==> config.mk <==
export PLATFORM = sky130hd
export DESIGN_NAME = bht_ctrl
export DESIGN_NICKNAME = d
export VERILOG_FILES = /design/src/rtl/bht_ctrl.sv
export SDC_FILE = /design/constraint.sdc
export NUM_CORES = 2
export LEC_CHECK = 0
export ABC_CLOCK_PERIOD_IN_PS = 56900
export BUFFER_PORTS_ARGS = -buffer_cell sky130_fd_sc_hd__clkbuf_2
export CAP_MARGIN = 20
export CORE_UTILIZATION = 30
export CTS_BUF_LIST = sky130_fd_sc_hd__clkbuf_16
export DETAILED_ROUTE_END_ITERATION = 6
export PLACE_DENSITY_LB_ADDON = 0.12
export SLEW_MARGIN = 15
export SYNTH_ARGS = -nofsm -noshare
export SYNTH_HDL_FRONTEND = slang
export SYNTH_SLANG_ARGS = --single-unit
export TNS_END_PERCENT = 1
==> constraint.sdc <==
create_clock -name clk_i -period 56.9 [get_ports clk_i]
set_input_delay 2.845 -clock clk_i [delete_from_list [all_inputs] [get_ports clk_i]]
set_output_delay 2.845 -clock clk_i [all_outputs]
set_load 0.02 [all_outputs]
==> src/rtl/bht_ctrl.sv <==
// bht_ctrl: branch-direction predictor with 2-bit saturating counters and
// an ordered queue of in-flight predictions retired against EX outcomes.
// Ports:
//   clk_i, rst_i                 clock, synchronous active-high reset
//   if_valid_i, if_is_branch_i   IF instruction qualifiers
//   if_pc_i, if_target_i         IF address and computed branch target
//   pred_taken_o, pred_pc_o      prediction and next fetch PC
//   if_stall_o                   IF hold (init sweep or queue full)
//   ex_valid_i, ex_taken_i       EX resolution of the oldest branch
//   ex_target_i                  actual branch target
//   flush_o, redirect_pc_o       one-cycle squash and correct fetch PC
//   br_cnt_o, miss_cnt_o         saturating resolved / mispredict counts
//   bp_err_o                     sticky: resolve seen with queue empty
module bht_ctrl #(
    parameter int IDX_W = 10,
    parameter int DEPTH = 4
) (
    input  logic        clk_i,
    input  logic        rst_i,
    input  logic        if_valid_i,
    input  logic        if_is_branch_i,
    input  logic [31:0] if_pc_i,
    input  logic [31:0] if_target_i,
    output logic        pred_taken_o,
    output logic [31:0] pred_pc_o,
    output logic        if_stall_o,
    input  logic        ex_valid_i,
    input  logic        ex_taken_i,
    input  logic [31:0] ex_target_i,
    output logic        flush_o,
    output logic [31:0] redirect_pc_o,
    output logic [15:0] br_cnt_o,
    output logic [15:0] miss_cnt_o,
    output logic        bp_err_o
);
    localparam int ENTRIES = 1 << IDX_W;
    localparam int PTR_W = $clog2(DEPTH);
    localparam logic [PTR_W:0] FULL = (PTR_W + 1)'(DEPTH);
    localparam logic ST_INIT = 1'b0;
    localparam logic ST_RUN = 1'b1;

    logic             state_q, state_d;
    logic [IDX_W-1:0] sweep_q, sweep_d;
    logic [1:0]       ctr_q [ENTRIES];

    logic [IDX_W-1:0] qidx_q  [DEPTH];
    logic             qpred_q [DEPTH];
    logic [31:0]      qtgt_q  [DEPTH];
    logic [31:0]      qft_q   [DEPTH];
    logic [PTR_W-1:0] rd_q, rd_d, wr_q, wr_d;
    logic [PTR_W:0]   cnt_q, cnt_d;

    logic        flush_q, flush_d;
    logic [31:0] redir_q, redir_d;
    logic [15:0] br_q, br_d, miss_q, miss_d;
    logic        err_q, err_d;

    logic             run, is_br, full, empty;
    logic             resolve, pop, push, mispredict;
    logic [IDX_W-1:0] lk_idx, h_idx;
    logic             h_pred;
    logic [31:0]      h_tgt, h_ft, fallthru;
    logic [1:0]       h_ctr, ctr_upd;

    assign run = (state_q == ST_RUN);
    assign lk_idx = if_pc_i[IDX_W+1:2];
    assign fallthru = if_pc_i + 32'd4;
    assign is_br = if_valid_i & if_is_branch_i;
    assign full = (cnt_q == FULL);
    assign empty = (cnt_q == '0);

    assign pred_taken_o = run & is_br & ctr_q[lk_idx][1];
    assign pred_pc_o = pred_taken_o ? if_target_i : fallthru;
    // Stall looks only at the registered occupancy, so a same-cycle
    // pop does not let a waiting branch in.
    assign if_stall_o = ~run | (full & is_br);

    assign h_idx = qidx_q[rd_q];
    assign h_pred = qpred_q[rd_q];
    assign h_tgt = qtgt_q[rd_q];
    assign h_ft = qft_q[rd_q];
    assign h_ctr = ctr_q[h_idx];

    assign resolve = run & ex_valid_i;
    assign pop = resolve & ~empty;
    assign mispredict = pop & ((ex_taken_i != h_pred) |
                        (ex_taken_i & h_pred & (ex_target_i != h_tgt)));
    assign push = is_br & ~if_stall_o & ~mispredict;

    always_comb begin
        ctr_upd = h_ctr;
        if (ex_taken_i) begin
            if (h_ctr != 2'b11) ctr_upd = h_ctr + 2'b01;
        end else begin
            if (h_ctr != 2'b00) ctr_upd = h_ctr - 2'b01;
        end
    end

    always_comb begin
        state_d = state_q;
        sweep_d = sweep_q;
        if (!run) begin
            sweep_d = sweep_q + 1'b1;
            if (sweep_q == '1) state_d = ST_RUN;
        end
        rd_d = rd_q + PTR_W'(pop);
        wr_d = wr_q + PTR_W'(push);
        cnt_d = cnt_q + (PTR_W + 1)'(push) - (PTR_W + 1)'(pop);
        // A mispredict squashes every younger prediction still queued.
        if (mispredict) begin
            rd_d = '0;
            wr_d = '0;
            cnt_d = '0;
        end
        flush_d = mispredict;
        redir_d = redir_q;
        if (mispredict) redir_d = ex_taken_i ? ex_target_i : h_ft;
        br_d = br_q;
        if (pop && br_q != 16'hFFFF) br_d = br_q + 16'd1;
        miss_d = miss_q;
        if (mispredict && miss_q != 16'hFFFF) miss_d = miss_q + 16'd1;
        err_d = err_q | (resolve & empty);
    end

    always_ff @(posedge clk_i) begin
        if (rst_i) begin
            state_q <= ST_INIT;
            sweep_q <= '0;
            rd_q    <= '0;
            wr_q    <= '0;
            cnt_q   <= '0;
            flush_q <= 1'b0;
            redir_q <= '0;
            br_q    <= '0;
            miss_q  <= '0;
            err_q   <= 1'b0;
        end else begin
            state_q <= state_d;
            sweep_q <= sweep_d;
            rd_q    <= rd_d;
            wr_q    <= wr_d;
            cnt_q   <= cnt_d;
            flush_q <= flush_d;
            redir_q <= redir_d;
            br_q    <= br_d;
            miss_q  <= miss_d;
            err_q   <= err_d;
        end
    end

    // Table has no reset; the INIT sweep clears it one entry per cycle.
    always_ff @(posedge clk_i) begin
        if (!rst_i) begin
            if (!run) ctr_q[sweep_q] <= 2'b00;
            else if (pop) ctr_q[h_idx] <= ctr_upd;
        end
    end

    always_ff @(posedge clk_i) begin
        if (push) begin
            qidx_q[wr_q]  <= lk_idx;
            qpred_q[wr_q] <= pred_taken_o;
            qtgt_q[wr_q]  <= if_target_i;
            qft_q[wr_q]   <= fallthru;
        end
    end

    assign flush_o = flush_q;
    assign redirect_pc_o = redir_q;
    assign br_cnt_o = br_q;
    assign miss_cnt_o = miss_q;
    assign bp_err_o = err_q;
endmodule

# ---- Yosys cells after proc, flatten, opt, wreduce, memory -nomap -nowiden
# Memories as Yosys holds them, arrays and structs flattened. A register that Yosys moved wholly into a read port is not among the register bits.
# Index checks and enable logic that the tools add are counted.
# Widths: inputs -> output; s select.
dict set report word_totals {
  regBits 84
  ramBits 2348
  n_memories 5
}
# name words word_bits read_ports rd_ports_with_merged_regs write_ports line_no
set memory_table {}
lappend memory_table {ctr_q 1024 2 2 0 1 44} ;# logic [1:0] ctr_q [ENTRIES];
lappend memory_table {qft_q 4 32 1 1 1 49} ;# logic [31:0] qft_q [DEPTH];
lappend memory_table {qtgt_q 4 32 1 1 1 48} ;# logic [31:0] qtgt_q [DEPTH];
lappend memory_table {qidx_q 4 10 1 1 1 46} ;# logic [IDX_W-1:0] qidx_q [DEPTH];
lappend memory_table {qpred_q 4 1 1 1 1 47} ;# logic qpred_q [DEPTH];
dict set report op_classes {
  add_sub_neg 10
  n_eq_ne 7
  mux 23
  bitwise 19
  reduce_logical 6
}
# cell count
set op_table {}
lappend op_table {{$mux 32} 2}
lappend op_table {{$add 16x1->16 const B} 2}
lappend op_table {{$add 32x3->32 const B} 1}
lappend op_table {{$ne 16x16->1 const B} 2}
lappend op_table {{$ne 32x32->1} 1}
lappend op_table {{$mux 2} 8}
lappend op_table {{$and 1x1->1} 12}
lappend op_table {{$mux 1} 12}
lappend op_table {{$add 10x1->10 const B} 1}
lappend op_table {{$eq 10x10->1 const B} 1}
lappend op_table {{$mux 10} 1}
lappend op_table {{$add 2x1->2} 2}
lappend op_table {{$not 1->1} 4}
lappend op_table {{$reduce_or 2->1} 2}
lappend op_table {{$add 3x1->3} 1}
lappend op_table {{$eq 3x3->1 const B} 1}
lappend op_table {{$logic_not 3->1} 1}
lappend op_table {{$or 1x1->1} 3}
lappend op_table {{$sub 3x1->3} 1}
lappend op_table {{$add 2x1->2 const B} 1}
lappend op_table {{$logic_and 1x1->1} 2}
lappend op_table {{$ne 2x2->1 const B} 1}
lappend op_table {{$reduce_bool 2->1} 1}
lappend op_table {{$sub 2x1->2 const B} 1}
lappend op_table {{$ne 1x1->1} 1}

# ---- Longest topological paths before layout
dict set report logic_depth {
  depth_word 9
  depth_mapped 20
  mapped_depth_nobuf 16
}

# ---- Least setup slack after synthesis
# Ideal clock, no wire load.
dict set report synth_timing {
  path_type {in2reg}
  from {in rst_i}
  to {mem ctr_q[0][0], data pin}
  arrival_ps 30784
  t_required_ps 51224
  slack_ps 20439
  stages 4
  path_buffers 2
  cell_sequence {or3_1 clkbuf_1 clkbuf_1 a21oi_1}
}
dict set report synth_via {
  elab_chain_cells 4
}
# element line_no
set synth_lines {}
lappend synth_lines {{start, declared} 19} ;# input logic rst_i,
lappend synth_lines {{$mux 1} 153} ;# if (!rst_i) begin
lappend synth_lines {{$mux 1 (not written as such)} 155} ;# else if (pop) ctr_q[h_idx] <= ctr_upd;
lappend synth_lines {{$reduce_or 2->1 (no source line)} n/a}
lappend synth_lines {{$mux 2 (no source line)} n/a}
lappend synth_lines {{end, declared} 44}
# Every way passes these cells.

# ---- Worst setup path in the final report
dict set report layout_timing {
  from {in if_pc_i[2]}
  to {out pred_pc_o[5]}
}
dict set report layout_via {
  elab_chain_cells 3
  word_cells_on_any_way 4
  classes_between {add/sub (1); mux (1); bitwise (1); memory (1)}
}
# element line_no
set layout_lines {}
lappend layout_lines {{start, declared} 22} ;# input logic [31:0] if_pc_i,
lappend layout_lines {{$mem_v2 1024x2} n/a}
lappend layout_lines {{$and 1x1->1} 72} ;# assign pred_taken_o = run & is_br & ctr_q[lk_idx][1];
lappend layout_lines {{$mux 32 *} 73} ;# assign pred_pc_o = pred_taken_o ? if_target_i : fallthru;
lappend layout_lines {{end, declared} 25} ;# output logic [31:0] pred_pc_o,
# Mark *: on every way between the ends. The rest lies on a longest branch, timed or not.

==> impl_metrics.yaml <==
cells_and_area:
  register_area_um2: 72200
  finalInstanceArea_um2: 125000
  multi_input_area_um2: 35200
  drive_above_1_share_pct: 17.9
  num-nets-final: 7911
  area_growth_pct: 14.5
  layout.cells.non_filler: 12820
  n_fill_cell: 35128
clock_tree:
  cts_max_path_buffers: 4
  tritoncts.num_buffers: 284
  hold_fix_buffers_at_cts: 0
  cts_num_sinks: 2432
  htreeDepth: 5
  post_cts.resized_instances: 0
  clk_pin_slew_ns: 0.06
  cts_tree: "yes"
  insertion_delay_ns: 0.94
  cts_setup_buffers: 0
  cts.root.buffer_cell: "clkbuf_16"
yosys:
  asyncSetResetFlopFracSynth_pct: 0
  ys_top_cells_by_area: "edfxtp_1 64%, mux4_2 10%, nor2_1 3.9%, mux2i_1 3.8%, nand2_1 3.3%"
  post_synth_instance_area_um2: 110000
  number_of_enable_flip_flop_cells_after_synthesis: 2348
  postSynth.topFlopCell: "edfxtp_1"
  synthesis.instances: 7723
  yosysTopAreaCellShare_pct: 64.4
  synth_nets: 7835
  post_synth_num_cell_types: 72
  synth.yosys.warnings: 0
  synth.ff_latch_count: 2432
  ys_top_cells_by_count: "2348 x edfxtp_1, 1132 x nor2_1, 955 x nand2_1, 493 x mux4_2, 411 x mux2i_1"
  synth.avg_cell_area_um2: 14.2
  synthMostInstantiatedCell: "edfxtp_1"
  share_of_synthesized_area_occupied_by_flip_flops_and_latches_pct: 65.9
  synth_area_leader_cell: "edfxtp_1"
timing:
  timing.final.crit_period_ns: 12.54
  setup_slack_ns: 44.36
  fin_skew_ns: 0.0500
  timing.fmax_mhz: 79.8
  final-max-slew-violation-count: 0
  worst-slew-pin-transition_ns: 1.25
  slew_headroom_pct: 16.4
  totalNegativeSetupSlack_ns: 0
  rsz0062_at_grt: "no"
  report.final.hold_viol_count: 0
  fin_crit_sh_pct: 22.0
  final_setup_violating_endpoints: 0
floorplanning:
  std_cell_rows: 221
  floorplan.die_area_um2: 367000
  design.core.area_um2: 363000
  dieWidth_um: 606
  initial_core_util_pct: 30.2
  die_height_um: 606
  io-pin-count: 202
worst_setup_path:
  start_kind: "input pin"
  worstPathArrival_ns: 9.69
  cp.required_ns: 54.06
  criticalPathCategory: "in2out"
  setup.worst_path.end_class: "output port"
  max_fanout_on_critical_path: 72
placed_design:
  hpwl_um: 248000
  port-buffer-count: 201
  placed_cell_area_um2: 116000
  numPlacedInstances: 12305
  finalWeightedCongestion: 0.815
  setup_slack_placement_ns: 44.20
outcome:
  run_status: "finished clean"
grt:
  grt_first_pass_wirelength_um: 578000
  grt_start_max_net_pins: 222
  via_count_of_the_first_global_routing_pass: 70566
  global_route.usage.total_pct: 22.3
  antenna_violations_before_repair: 34
  globalRouteOverflowTotal: 0
routing:
  routed-via-count: 70837
  detail_route.iter0.violations: 7011
  viasPerCell: 5.53
  dr.pass1.iters: 5
  drtAntennaViolNets: 0
  remaining_drc_errors: 0
  drt-wirelength-per-cell_um: 32.6
  drt-total-wl_um: 419000
power_and_ir_drop:
  p_leak_nw: 36.2
  power.density_cell_area_nw_per_um2: 30.2
  power.total_mw: 3.79
  vdd_ir_drop_max_v: 0.0000207
worst_hold_path:
  hp-class: "reg2reg"
flow_run:
  drv.max_cap_violation_count: 0
through the flow:
step                util [%]  hold slack [ns]
floorplan                  -            0.467
global placement        32.1            0.433
detailed placement      32.1            0.445
CTS                     34.5            0.459
global route            34.5            0.489
finish                  34.6            0.451
cell usage in the layout (no fill, tap or decap), types with 63 or more instances in the layout:
| master | n |
|---|---|
| o21ai_0 | 95 |
| xnor2_1 | 67 |
| clkinv_1 | 63 |
| a21oi_1 | 116 |
| a311oi_1 | 153 |
| buf_4 | 218 |
| and3_1 | 70 |
| clkbuf_16 | 293 |
| inv_1 | 77 |
| nand3_1 | 135 |
| edfxtp_1 | 2348 |
| mux4_2 | 489 |
| nor2_1 | 1123 |
| clkbuf_2 | 196 |
| nor2b_1 | 178 |
| nand2_1 | 949 |
| a211oi_1 | 195 |
| mux2i_1 | 410 |
| dfxtp_1 | 82 |
final timing paths:
path,slack (ns),cells after the start,from,end
worst min register to register,0.45,2,redirect_pc_o[30],redirect_pc_o[30]
worst max-delay path,44.36,14,if_pc_i[2],pred_pc_o[5]
worst max register to register,45.06,20,rd_q[0],ctr_q[752][1]
worst min-delay path,0.45,2,redirect_pc_o[30],redirect_pc_o[30]
routing by layer:
| metal | wire (µm) | vias up | GRT usage (%) |
|---|---|---|---|
| met5 | 54 | - | 0 |
| met4 | 14500 | 8 | 7.07 |
| met3 | 27500 | 571 | 3.34 |
| met2 | 196000 | 2869 | 36.4 |
| met1 | 181000 | 37540 | 30.6 |
| li1 | - | 29849 | - |
registers in the layout (all words and copies together), names as in the netlist:
signal / count
bp_err_o: 1
br_cnt_o: 16
cnt_q: 3
ctr_q: 2048
flush_o: 1
miss_cnt_o: 16
qft_q: 128
qidx_q: 40
qpred_q: 4
qtgt_q: 128
rd_q: 2
redirect_pc_o: 32
run: 1
sweep_q: 10
wr_q: 2
area by class of cell:
cell class,instances,area share (%)
Sequential cell,2432,57.6
Multi-Input combinational cell,4625,28.1
Clock buffer,293,5.85
Tap cell,4794,4.78
Timing Repair Buffer,436,2.38
Clock inverter,210,1.20
Inverter,20,0.0599
Antenna cell,10,0.0200
worst max-delay path: stages:
cell and delay (ns):
buf_8 0.36, buf_12 0.59, buf_4 0.89, buf_4 0.77
mux4_2 0.59, mux4_2 0.53, mux4_2 0.60, a22oi_1 0.32
nand2_1 0.09, mux4_2 0.61, nand4_2 0.13, buf_4 0.45
mux2_2 0.41, clkbuf_2 0.16
where the power goes:
part | switching (mW) | internal [mW]
Sequential | 0.000570 | 1.94
Clock | 0.766 | 1.01
Combinational | 0.0527 | 0.0219
cell families (layout without fill, tap and decap cells):
family                   Yosys count  count (layout)  share of synthesized area (%)
multiplexers                     962             962                           14.5
AND/OR/NAND/NOR                 2724            2724                           10.6
buffers and inverters            666             959                           2.58
XOR/XNOR                          92              92                          0.736
AO/OA/AOI/OAI                    837             837                           5.55
flip-flops                      2432            2432                           65.9
other                              0              10                              0
adder cells (fa/ha/maj)           10              10                          0.121
Power figures use the tool's default switching activity.
